**src/rtl/opb_stage.sv**
```systemverilog
// Registered operand-B selector for the ID->EX boundary with a 2-entry skid buffer.
// Optional feature: define OPB_FWD_EN to build the rs2 forwarding compare/override.
module opb_stage #(
    parameter int DATA_W  = 32,
    parameter int NUM_SRC = 4,
    parameter int SEL_W   = 2,
    parameter int ADDR_W  = 5,
    parameter int FWD_N   = 2
) (
    input  logic                      i_clk,
    input  logic                      i_rst_n,
    input  logic                      i_flush,
    input  logic                      i_valid,
    output logic                      o_ready,
    input  logic [NUM_SRC*DATA_W-1:0] i_src_data,
    input  logic [SEL_W-1:0]          i_opb_sel,
    input  logic [ADDR_W-1:0]         i_rs2_addr,
    input  logic [FWD_N-1:0]          i_fwd_we,
    input  logic [FWD_N*ADDR_W-1:0]   i_fwd_addr,
    input  logic [FWD_N*DATA_W-1:0]   i_fwd_data,
    output logic                      o_valid,
    input  logic                      i_ready,
    output logic [DATA_W-1:0]         o_opb,
    output logic                      o_fwd_hit
);

    logic [DATA_W-1:0] src_arr [NUM_SRC];
    logic [DATA_W-1:0] sel_data;
    logic [DATA_W-1:0] opb_next;
    logic              hit_next;

    logic              main_valid_reg;
    logic [DATA_W-1:0] main_data_reg;
    logic              main_hit_reg;
    logic              skid_valid_reg;
    logic [DATA_W-1:0] skid_data_reg;
    logic              skid_hit_reg;

    logic accept;
    logic consume;

    generate
        for (genvar gi = 0; gi < NUM_SRC; gi++) begin : g_src
            assign src_arr[gi] = i_src_data[gi*DATA_W +: DATA_W];
        end
    endgenerate

    // Out-of-range selects fall back to source 0 (rs2).
    always_comb begin
        sel_data = src_arr[0];
        for (int k = 1; k < NUM_SRC; k++) begin
            if (i_opb_sel == SEL_W'(k)) begin
                sel_data = src_arr[k];
            end
        end
    end

`ifdef OPB_FWD_EN
    logic [FWD_N-1:0]  fwd_match;
    logic [DATA_W-1:0] fwd_arr [FWD_N];

    generate
        for (genvar gi = 0; gi < FWD_N; gi++) begin : g_fwd
            assign fwd_match[gi] = i_fwd_we[gi]
                                && (i_fwd_addr[gi*ADDR_W +: ADDR_W] == i_rs2_addr)
                                && (i_rs2_addr != '0);
            assign fwd_arr[gi]   = i_fwd_data[gi*DATA_W +: DATA_W];
        end
    endgenerate

    // Scan oldest-to-youngest so the lowest-index (youngest) match wins.
    always_comb begin
        opb_next = sel_data;
        hit_next = 1'b0;
        if (i_opb_sel == '0) begin
            for (int c = FWD_N - 1; c >= 0; c--) begin
                if (fwd_match[c]) begin
                    opb_next = fwd_arr[c];
                    hit_next = 1'b1;
                end
            end
        end
    end
`else
    logic unused_fwd;
    assign unused_fwd = ^{i_fwd_we, i_fwd_addr, i_fwd_data, i_rs2_addr};
    assign opb_next   = sel_data;
    assign hit_next   = 1'b0;
`endif

    assign accept  = i_valid && !skid_valid_reg;
    assign consume = main_valid_reg && i_ready;

    always_ff @(posedge i_clk or negedge i_rst_n) begin
        if (!i_rst_n) begin
            main_valid_reg <= 1'b0;
            main_data_reg  <= '0;
            main_hit_reg   <= 1'b0;
            skid_valid_reg <= 1'b0;
            skid_data_reg  <= '0;
            skid_hit_reg   <= 1'b0;
        end else if (i_flush) begin
            main_valid_reg <= 1'b0;
            skid_valid_reg <= 1'b0;
        end else if (!main_valid_reg || consume) begin
            // A held skid entry is older than anything new; o_ready is low while it is held.
            if (skid_valid_reg) begin
                main_valid_reg <= 1'b1;
                main_data_reg  <= skid_data_reg;
                main_hit_reg   <= skid_hit_reg;
                skid_valid_reg <= 1'b0;
            end else begin
                main_valid_reg <= accept;
                if (accept) begin
                    main_data_reg <= opb_next;
                    main_hit_reg  <= hit_next;
                end
            end
        end else if (accept) begin
            skid_valid_reg <= 1'b1;
            skid_data_reg  <= opb_next;
            skid_hit_reg   <= hit_next;
        end
    end

    assign o_ready   = !skid_valid_reg;
    assign o_valid   = main_valid_reg;
    assign o_opb     = main_data_reg;
    assign o_fwd_hit = main_hit_reg;

endmodule

```
**config.mk**
```make
export PLATFORM = sky130hd
export DESIGN_NAME = opb_stage
export DESIGN_NICKNAME = d
export VERILOG_FILES = /design/src/rtl/opb_stage.sv
export SDC_FILE = /design/constraint.sdc
export NUM_CORES = 1
export LEC_CHECK = 0
export ABC_AREA = 0
export CORE_ASPECT_RATIO = 1.5
export CORE_MARGIN = 4
export CORE_UTILIZATION = 36
export DETAILED_ROUTE_END_ITERATION = 7
export GPL_TIMING_DRIVEN = 0
export PLACE_DENSITY_LB_ADDON = 0.15
export SETUP_SLACK_MARGIN = 0.15
export SKIP_LAST_GASP = 1
export SLEW_MARGIN = 15
export SYNTH_ARGS = -nofsm -noshare
export SYNTH_HDL_FRONTEND = slang
export SYNTH_SLANG_ARGS = --single-unit
```
**constraint.sdc**
```tcl
create_clock -name i_clk -period 2.36 [get_ports i_clk]
set_clock_uncertainty 0.1 [all_clocks]
set_input_delay 0.472 -clock i_clk [delete_from_list [all_inputs] [get_ports i_clk]]
set_output_delay 0.472 -clock i_clk [all_outputs]
set_load 0.005 [all_outputs]
```
Word-level counts from Yosys, hierarchy flattened
Index checks and enable logic that the tools add are counted.
{"block": "totals", "register_bits": 67, "in_bits": 216, "out_inout_bits": 35, "word_cells": 33}
{"block": "classes", "n_eq_ne": 3, "muxes": 13, "bitwise": 2, "reduce_logical": 10}
{"cell": "$mux W32", "n": 5}
{"cell": "$mux W1", "n": 8}
{"cell": "$reduce_and A3 Y1", "n": 2}
{"cell": "$eq A2 B2 Y1 const B", "n": 2}
{"cell": "$reduce_bool A2 Y1", "n": 2}
{"cell": "$reduce_bool A3 Y1", "n": 1}
{"cell": "$eq A2 B1 Y1 const B", "n": 1}
{"cell": "$logic_and A1 B1 Y1", "n": 2}
{"cell": "$logic_not A1 Y1", "n": 2}
{"cell": "$not A1 Y1", "n": 2}
{"cell": "$logic_or A1 B1 Y1", "n": 1}

Longest topological paths before layout
Gate-level depths: netlist of the first run.
{"block": "logic_depth", "word_depth": 6, "ltp_mapped": 7, "mapped_depth_nobuf": 3}

Worst setup path after synthesis of the first run
No wires, ideal clock.
{"block": "synth_timing", "kind": "input -> register", "startpoint": "input i_ready", "endpoint": "register skid_data_reg[10]", "setup_ns": 0.125, "t_arrival_ns": 1.634, "required_ns": 2.135, "slack_ns": 0.502, "stages": 5, "path_buffers": 2, "cell_sequence": "nand2b_4 buf_6 nor4b_4 buf_6 mux2_2"}
{"block": "synth_via", "elab_chain_len": 4}
{"element": "start: declaration", "line_no": "22", "text": "input logic i_ready,"}
{"element": "$logic_and A1 B1 Y1", "line_no": "92", "text": "assign consume = main_valid_reg && i_ready;"}
{"element": "$logic_or A1 B1 Y1", "line_no": "105", "text": "end else if (!main_valid_reg || consume) begin"}
{"element": "$not A1 Y1 (no source line)"}
{"element": "$reduce_and A3 Y1 (no source line)"}
{"element": "end signal: assignment", "line_no": "121", "text": "skid_data_reg <= opb_next;"}
{"element": "end: declaration", "line_no": "36", "text": "logic [DATA_W-1:0] skid_data_reg;"}
Every way passes these cells.
A chain may end at the register's enable or synchronous reset.

Final worst setup path of the first run
{"block": "layout_timing", "startpoint": "input i_ready", "endpoint": "register skid_data_reg[6]"}
Same word-level chain as after synthesis.

==> results of run 1 <==
## cell type report
type,instances,area [um^2]
buffer,30,194
clock buffer,14,274
clock inverter,2,10.0
fill,851,4010
inverter,1,6.26
multi-input combinational,200,1760
sequential,66,1650
tap,115,144
timing repair buffer,169,1700
## cells by family (layout without fill, tap and decap cells)
family                 count (synthesis)  after routing  synth area share
muxes                                 64             64             0.302
AOI/OAI and AO/OA                     66             66             0.104
DFF                                   66             66             0.460
other                                  1              1           0.00104
and+or+nand+nor                       69             69            0.0815
buffers and inverters                 31            216            0.0515
## power breakdown
| part | leakage [uW] | internal, uW | switching (uW) | total (uW) |
|---|---|---|---|---|
| registers | 0.000769 | 1400 | 136 | 1540 |
| logic | 0.00138 | 667 | 333 | 1000 |
| clock network | 0.000143 | 793 | 465 | 1260 |
## stage by stage
stage | total power (uW) | utilization | hold WS (ns) | setup TNS, ns | setup WS (ns)
final | 3800 | 0.588 | 0.406 | 0 | 0.287
after global routing | 4010 | 0.588 | 0.413 | 0 | 0.164
after CTS | 3840 | 0.588 | 0.407 | 0 | 0.283
after detailed placement | 2570 | 0.557 | 0.303 | -1.56 | -0.0578
after global placement | 2520 | 0.555 | 0.389 | -101.51 | -1.52
after floorplan | 1980 | - | 0.0764 | 0 | 0.502
## placed cells by master (no fill, tap or decap)
cell type and instances:
clkbuf_8 4, nor3_1 1, inv_4 1, clkbuf_16 9
buf_12 1, buf_2 9, conb_1 1, mux2_4 1
mux4_2 32, buf_4 3, a31oi_1 32, nor4b_4 1
o21ba_1 1, buf_6 7, clkdlybuf4s50_1 165, clkinv_2 2
dlygate4sd3_1 1, mux2_2 31, and2_1 1, clkbuf_1 13
nand2_1 64, nor2_1 1, nand2b_4 1, dfrtp_1 66
a21oi_1 33, dlygate4sd2_1 1
## repair_timing
action / in CTS / in global routing
setup endpoints to repair: 1 / 0
endpoints found under the hold margin: 24 / 0
resized for setup: 7 / 0
hold buffers: 1 / 0
## worst min path at each step
| stage | end | slack (ns) | startpoint |
|---|---|---|---|
| 2_1_floorplan | o_opb[0] | 0.08 | i_rst_n |
| 3_3_place_gp | skid_data_reg[30] | 0.39 | skid_data_reg[30] |
| 3_5_place_dp | o_opb[26] | 0.30 | i_rst_n |
| 4_1_cts | skid_data_reg[19] | 0.41 | skid_data_reg[19] |
| 5_1_grt | skid_data_reg[4] | 0.41 | skid_data_reg[4] |
| 6_report | skid_data_reg[25] | 0.41 | skid_data_reg[25] |
## critical path: cells and delay by family
| kind | cells | cell delay, ns |
|---|---|---|
| buf+inv | 3 | 0.76 |
| mux | 1 | 0.35 |
| simple gates | 2 | 0.58 |
## metal layers
metal,up-vias,global-route usage,share of wire
met1,1524,0.224,0.38
met3,8,0.0689,0.10
met2,143,0.327,0.50
li1,1465,-,-
met5,-,0,0
met4,0,0.0508,0.011
## Yosys cell counts
| library cell | instances |
|---|---|
| dfrtp_1 | 66 |
| nand2_1 | 64 |
| a21oi_1 | 33 |
| a31oi_1 | 32 |
| mux4_2 | 32 |
| mux2_2 | 31 |
| clkbuf_1 | 12 |
| buf_2 | 10 |
| buf_6 | 7 |
| and2_1 | 1 |
| buf_4 | 1 |
| conb_1 | 1 |
| inv_1 | 1 |
| mux2_4 | 1 |
| nand2b_4 | 1 |
| nor2_1 | 1 |
| nor3_1 | 1 |
| nor4b_4 | 1 |
| o21ba_1 | 1 |
==> impl_table.tex, run 1 <==
\begin{tabular}{lr}
\hline
Metric & Value \\
\hline
\multicolumn{2}{l}{\textbf{Outcome}} \\
Result of the run & completed \\
\multicolumn{2}{l}{\textbf{Worst setup path}} \\
CP required & 2.47 ns \\
WP data arrival & 2.18 ns \\
Launching element type of the critical path & input port \\
Critical path fanouts, max & 10 \\
Worst setup path startpoint & i\_ready \\
Endpoint type of the worst setup path & flip-flop \\
Cells on worst reg2reg path & 5 \\
Worst R2R End & skid\_data\_reg[6] \\
Slack of the worst reg-to-reg path & 0.51 ns \\
Most Frequent Cell on Critical Path & buf\_6 \\
Reg2reg start & o\_valid \\
Worst setup path end & skid\_data\_reg[6] \\
Kind of critical path & input port to flip-flop \\
Worst stage delay on the critical path & 0.45 ns \\
Ordered list of cells on the worst path & clkdlybuf4s50\_1 -> nand2b\_4 -> buf\_6 -> nor4b\_4 -> buf\_6 -> mux2\_2 \\
Slowest stage cell on the critical path & nor4b\_4 \\
\multicolumn{2}{l}{\textbf{Logic synthesis}} \\
Cell area after synthesis & 3590 um\^{}2 \\
Avg Cell Area, Syn & 12.1 um\^{}2 \\
\#FFs+latches synth & 66 \\
Leading post-synthesis cells by cell area & dfrtp\_1 46\%, mux4\_2 20\%, mux2\_2 9.7\% \\
Sequential-to-total area share from yosys stat & 0.460 \\
Dominant cell type by area after synthesis & dfrtp\_1 \\
Number of warnings printed during yosys synthesis & 0 \\
Net count of the mapped netlist & 513 \\
Synth cell types & 19 \\
Gate Count Post-Synth & 297 \\
Area fraction of the dominant cell type after synthesis & 0.460 \\
\multicolumn{2}{l}{\textbf{Hold path}} \\
Hold crit path type & flip-flop to flip-flop \\
Worst hold stages & 1 \\
\multicolumn{2}{l}{\textbf{Clock network}} \\
Num CTS Buffers & 9 \\
Post-CTS Setup Inserts & 0 \\
Buffer depth of the longest clock path & 2 \\
Clock tree from TritonCTS & yes \\
Root buffer selected by CTS & clkbuf\_16 \\
Deepest level of the CTS H-tree & 3 \\
Num Clock Sinks & 66 \\
Clock insertion delay at the later pin of the skew report & 0.33 ns \\
Clock transition at the register clock pins on the worst setup and hold paths after CTS & 0.05 ns \\
\multicolumn{2}{l}{\textbf{Detailed routing}} \\
Number of DRC markers after the initial detailed-route iteration & 106 \\
Drt wl/cell & 18.0 um \\
Antenna violation net count after detailed routing & 0 \\
Vias after detailed routing & 3140 \\
Ratio of routed vias to standard cells & 5.26 \\
Initial DRT Pass Iterations & 4 \\
Overall routed net length & 10.7 mm \\
DR DRC count & 0 \\
\multicolumn{2}{l}{\textbf{Floorplan}} \\
Cell Rows & 44 \\
Io pins & 251 \\
Overall die height & 130 um \\
Effective utilization at floorplan & 0.369 \\
Die extent in x & 89.6 um \\
Core area & 9740 um\^{}2 \\
Floorplan die area & 11700 um\^{}2 \\
\multicolumn{2}{l}{\textbf{GRT}} \\
Global route overflow & 0 \\
Maximum number of pins on one net before global-route repair & 43 \\
Initial antenna violation count & 0 \\
Wire length of the first global-routing pass & 16.8 mm \\
Via count of the first global-routing pass & 3454 \\
Total routing usage reported by global routing & 0.191 \\
\multicolumn{2}{l}{\textbf{STA}} \\
Number of setup violations in the final report & 0 \\
Ratio of final minimum period to clock period & 0.878 \\
Setup repair after global routing missed its margin & no \\
Highest Clock Rate & 482 MHz \\
Period minus WS final & 2.07 ns \\
Transition time at the pin with the least slew margin & 0.527 ns \\
Max-Slew Margin vs Limit & 0.649 \\
Max-slew violation total from the final report & 0 \\
Hold Fails Final Rpt & 0 \\
\multicolumn{2}{l}{\textbf{Layout}} \\
Final-stage net count & 693 \\
Non-Filler Instances & 597 \\
Area growth from synthesis to final layout & 59.6\% \\
Number of diodes added for antenna fixing & 0 \\
Share of cells above drive strength 1 & 0.212 \\
Final design area excluding fillers & 5730 um\^{}2 \\
\multicolumn{2}{l}{\textbf{Run}} \\
Max-cap violations & 0 \\
\multicolumn{2}{l}{\textbf{Place}} \\
Number of port buffers & 167 \\
HPWL reported at the end of detailed placement & 8.26 mm \\
Count of placed standard cells including taps & 580 \\
Area after DPL & 5430 um\^{}2 \\
Placer Congestion & 0.747 \\
\multicolumn{2}{l}{\textbf{Power and ir drop}} \\
Power density over the cells & 662 nW/um\^{}2 \\
Worst vdd ir & 0.371 mV \\
Static leakage & 0.00230 uW \\
\hline
\end{tabular}
Power figures use the tool's default switching activity.
==> run 2, diff against run 1 <==
- GPL_TIMING_DRIVEN: 0 -> 1
- SKIP_LAST_GASP: 1 -> default
==> impl_table.tex, run 2 (same netlist as run 1, synthesis figures left out) <==
\begin{tabular}{lr}
\hline
Metric & Value \\
\hline
\multicolumn{2}{l}{\textbf{Outcome}} \\
Result of the run & completed \\
\multicolumn{2}{l}{\textbf{Detailed routing}} \\
Antenna violation net count after detailed routing & 0 \\
Drt wl/cell & 18.1 um \\
Ratio of routed vias to standard cells & 5.32 \\
Overall routed net length & 10.5 mm \\
Vias after detailed routing & 3086 \\
Initial DRT Pass Iterations & 4 \\
Number of DRC markers after the initial detailed-route iteration & 88 \\
DR DRC count & 0 \\
\multicolumn{2}{l}{\textbf{Worst setup path}} \\
Worst setup path startpoint & i\_ready \\
WP data arrival & 2.06 ns \\
Kind of critical path & input port to flip-flop \\
CP required & 2.45 ns \\
Endpoint type of the worst setup path & flip-flop \\
Reg2reg start & o\_valid \\
Critical path fanouts, max & 35 \\
Launching element type of the critical path & input port \\
\multicolumn{2}{l}{\textbf{Floorplan}} \\
Io pins & 251 \\
Core area & 9740 um\^{}2 \\
Cell Rows & 44 \\
Die extent in x & 89.6 um \\
Overall die height & 130 um \\
Effective utilization at floorplan & 0.369 \\
Floorplan die area & 11700 um\^{}2 \\
\multicolumn{2}{l}{\textbf{Layout}} \\
Area growth from synthesis to final layout & 57.1\% \\
Share of cells above drive strength 1 & 0.211 \\
Final-stage net count & 677 \\
Sequential Area & 1650 um\^{}2 \\
Most used cells in the layout excluding fill and tap cells & 165 x clkdlybuf4s50\_1, 66 x dfrtp\_1, 64 x nand2\_1 \\
Final design area excluding fillers & 5640 um\^{}2 \\
Number of diodes added for antenna fixing & 0 \\
Total area of multi-input combinational cells & 1760 um\^{}2 \\
Fill cell instance count of the final layout & 846 \\
Most frequent standard cell in the layout excluding fill and tap cells & clkdlybuf4s50\_1 \\
\multicolumn{2}{l}{\textbf{Place}} \\
HPWL reported at the end of detailed placement & 7.64 mm \\
Number of port buffers & 168 \\
Area after DPL & 5370 um\^{}2 \\
Placer Congestion & 0.770 \\
\multicolumn{2}{l}{\textbf{Clock network}} \\
Post-CTS Setup Inserts & 0 \\
Clock transition at the register clock pins on the worst setup and hold paths after CTS & 0.05 ns \\
Deepest level of the CTS H-tree & 3 \\
Num CTS Buffers & 9 \\
Num Clock Sinks & 66 \\
Clock insertion delay at the later pin of the skew report & 0.32 ns \\
Cts hold-fix bufs & 0 \\
Post-cts resize count & 0 \\
Root buffer selected by CTS & clkbuf\_16 \\
Clock tree from TritonCTS & yes \\
Buffer depth of the longest clock path & 2 \\
\multicolumn{2}{l}{\textbf{STA}} \\
Number of setup violations in the final report & 0 \\
Max-slew violation total from the final report & 0 \\
Ratio of final minimum period to clock period & 0.836 \\
Highest Clock Rate & 507 MHz \\
Total Negative Setup Slacks & 0 ns \\
Hold Fails Final Rpt & 0 \\
Setup repair after global routing missed its margin & no \\
Period minus WS final & 1.97 ns \\
\multicolumn{2}{l}{\textbf{Power and ir drop}} \\
Worst vdd ir & 0.324 mV \\
Power density over the cells & 661 nW/um\^{}2 \\
Static leakage & 0.00226 uW \\
Overall power after layout & 3730 uW \\
\multicolumn{2}{l}{\textbf{Run}} \\
Max-cap violations & 0 \\
\multicolumn{2}{l}{\textbf{GRT}} \\
Total routing usage reported by global routing & 0.185 \\
Global route overflow & 0 \\
Maximum number of pins on one net before global-route repair & 67 \\
Via count of the first global-routing pass & 3326 \\
Wire length of the first global-routing pass & 16.2 mm \\
Initial antenna violation count & 0 \\
\multicolumn{2}{l}{\textbf{Hold path}} \\
Hold crit path type & input port to async pin \\
\hline
\end{tabular}
## run 2: changes by cell type in the layout (fill, tap and decap cells not counted), moves of 2 or more
cell,delta
buf_4,+9
buf_12,+2
clkbuf_1,-12
buf_6,-7
buf_2,-6
clkbuf_8,-2
## run 2: layout make-up
class                   instances  area share
clock buffers                  12      0.0454
clock inverters                 3     0.00266
inverters                       1    0.000665
multi-input cells             200       0.311
flip-flops and latches         66       0.293
well taps                     115      0.0255
repair buffers                183       0.322
## run 2: final timing paths
path	to	cells after the start	slack, ns
worst max-delay path	o_opb[4]	6	0.39
worst min-delay path	o_opb[24]	2	0.06
worst max register to register	o_opb[4]	5	0.65
worst min register to register	skid_data_reg[28]	1	0.40
max in group asynchronous	o_opb[28]	2	1.79
min in group i_clk	skid_data_reg[28]	1	0.40
## run 2: critical path, stage by stage
cell and delay, ns:
clkdlybuf4s50_1 0.47, nand2b_4 0.14, buf_4 0.37, and2_1 0.24, buf_4 0.24, a31oi_1 0.12
## run 2: per-stage QoR
step	worst slack (ns)	hold slack [ns]	std cells	util
2_1_floorplan	0.502	0.0764	297	-
3_3_place_gp	0.0641	0.389	565	0.551
3_5_place_dp	0.0336	0.395	565	0.551
4_1_cts	0.370	0.0805	580	0.579
5_1_grt	0.306	0.0921	580	0.579
6_report	0.386	0.0607	580	0.579
## run 2: power breakdown
part / leakage (uW) / internal (uW) / switching [uW]
clock network: 0.000138 / 756 / 454
registers: 0.000769 / 1400 / 134
logic: 0.00135 / 663 / 325
## run 2: layer usage
| layer | routed length (um) | vias up | track usage |
|---|---|---|---|
| li1 | - | 1432 | - |
| met1 | 4050 | 1497 | 0.214 |
| met2 | 5240 | 143 | 0.318 |
| met3 | 994 | 14 | 0.0543 |
| met4 | 198 | 0 | 0.0710 |
| met5 | 0 | - | 0 |
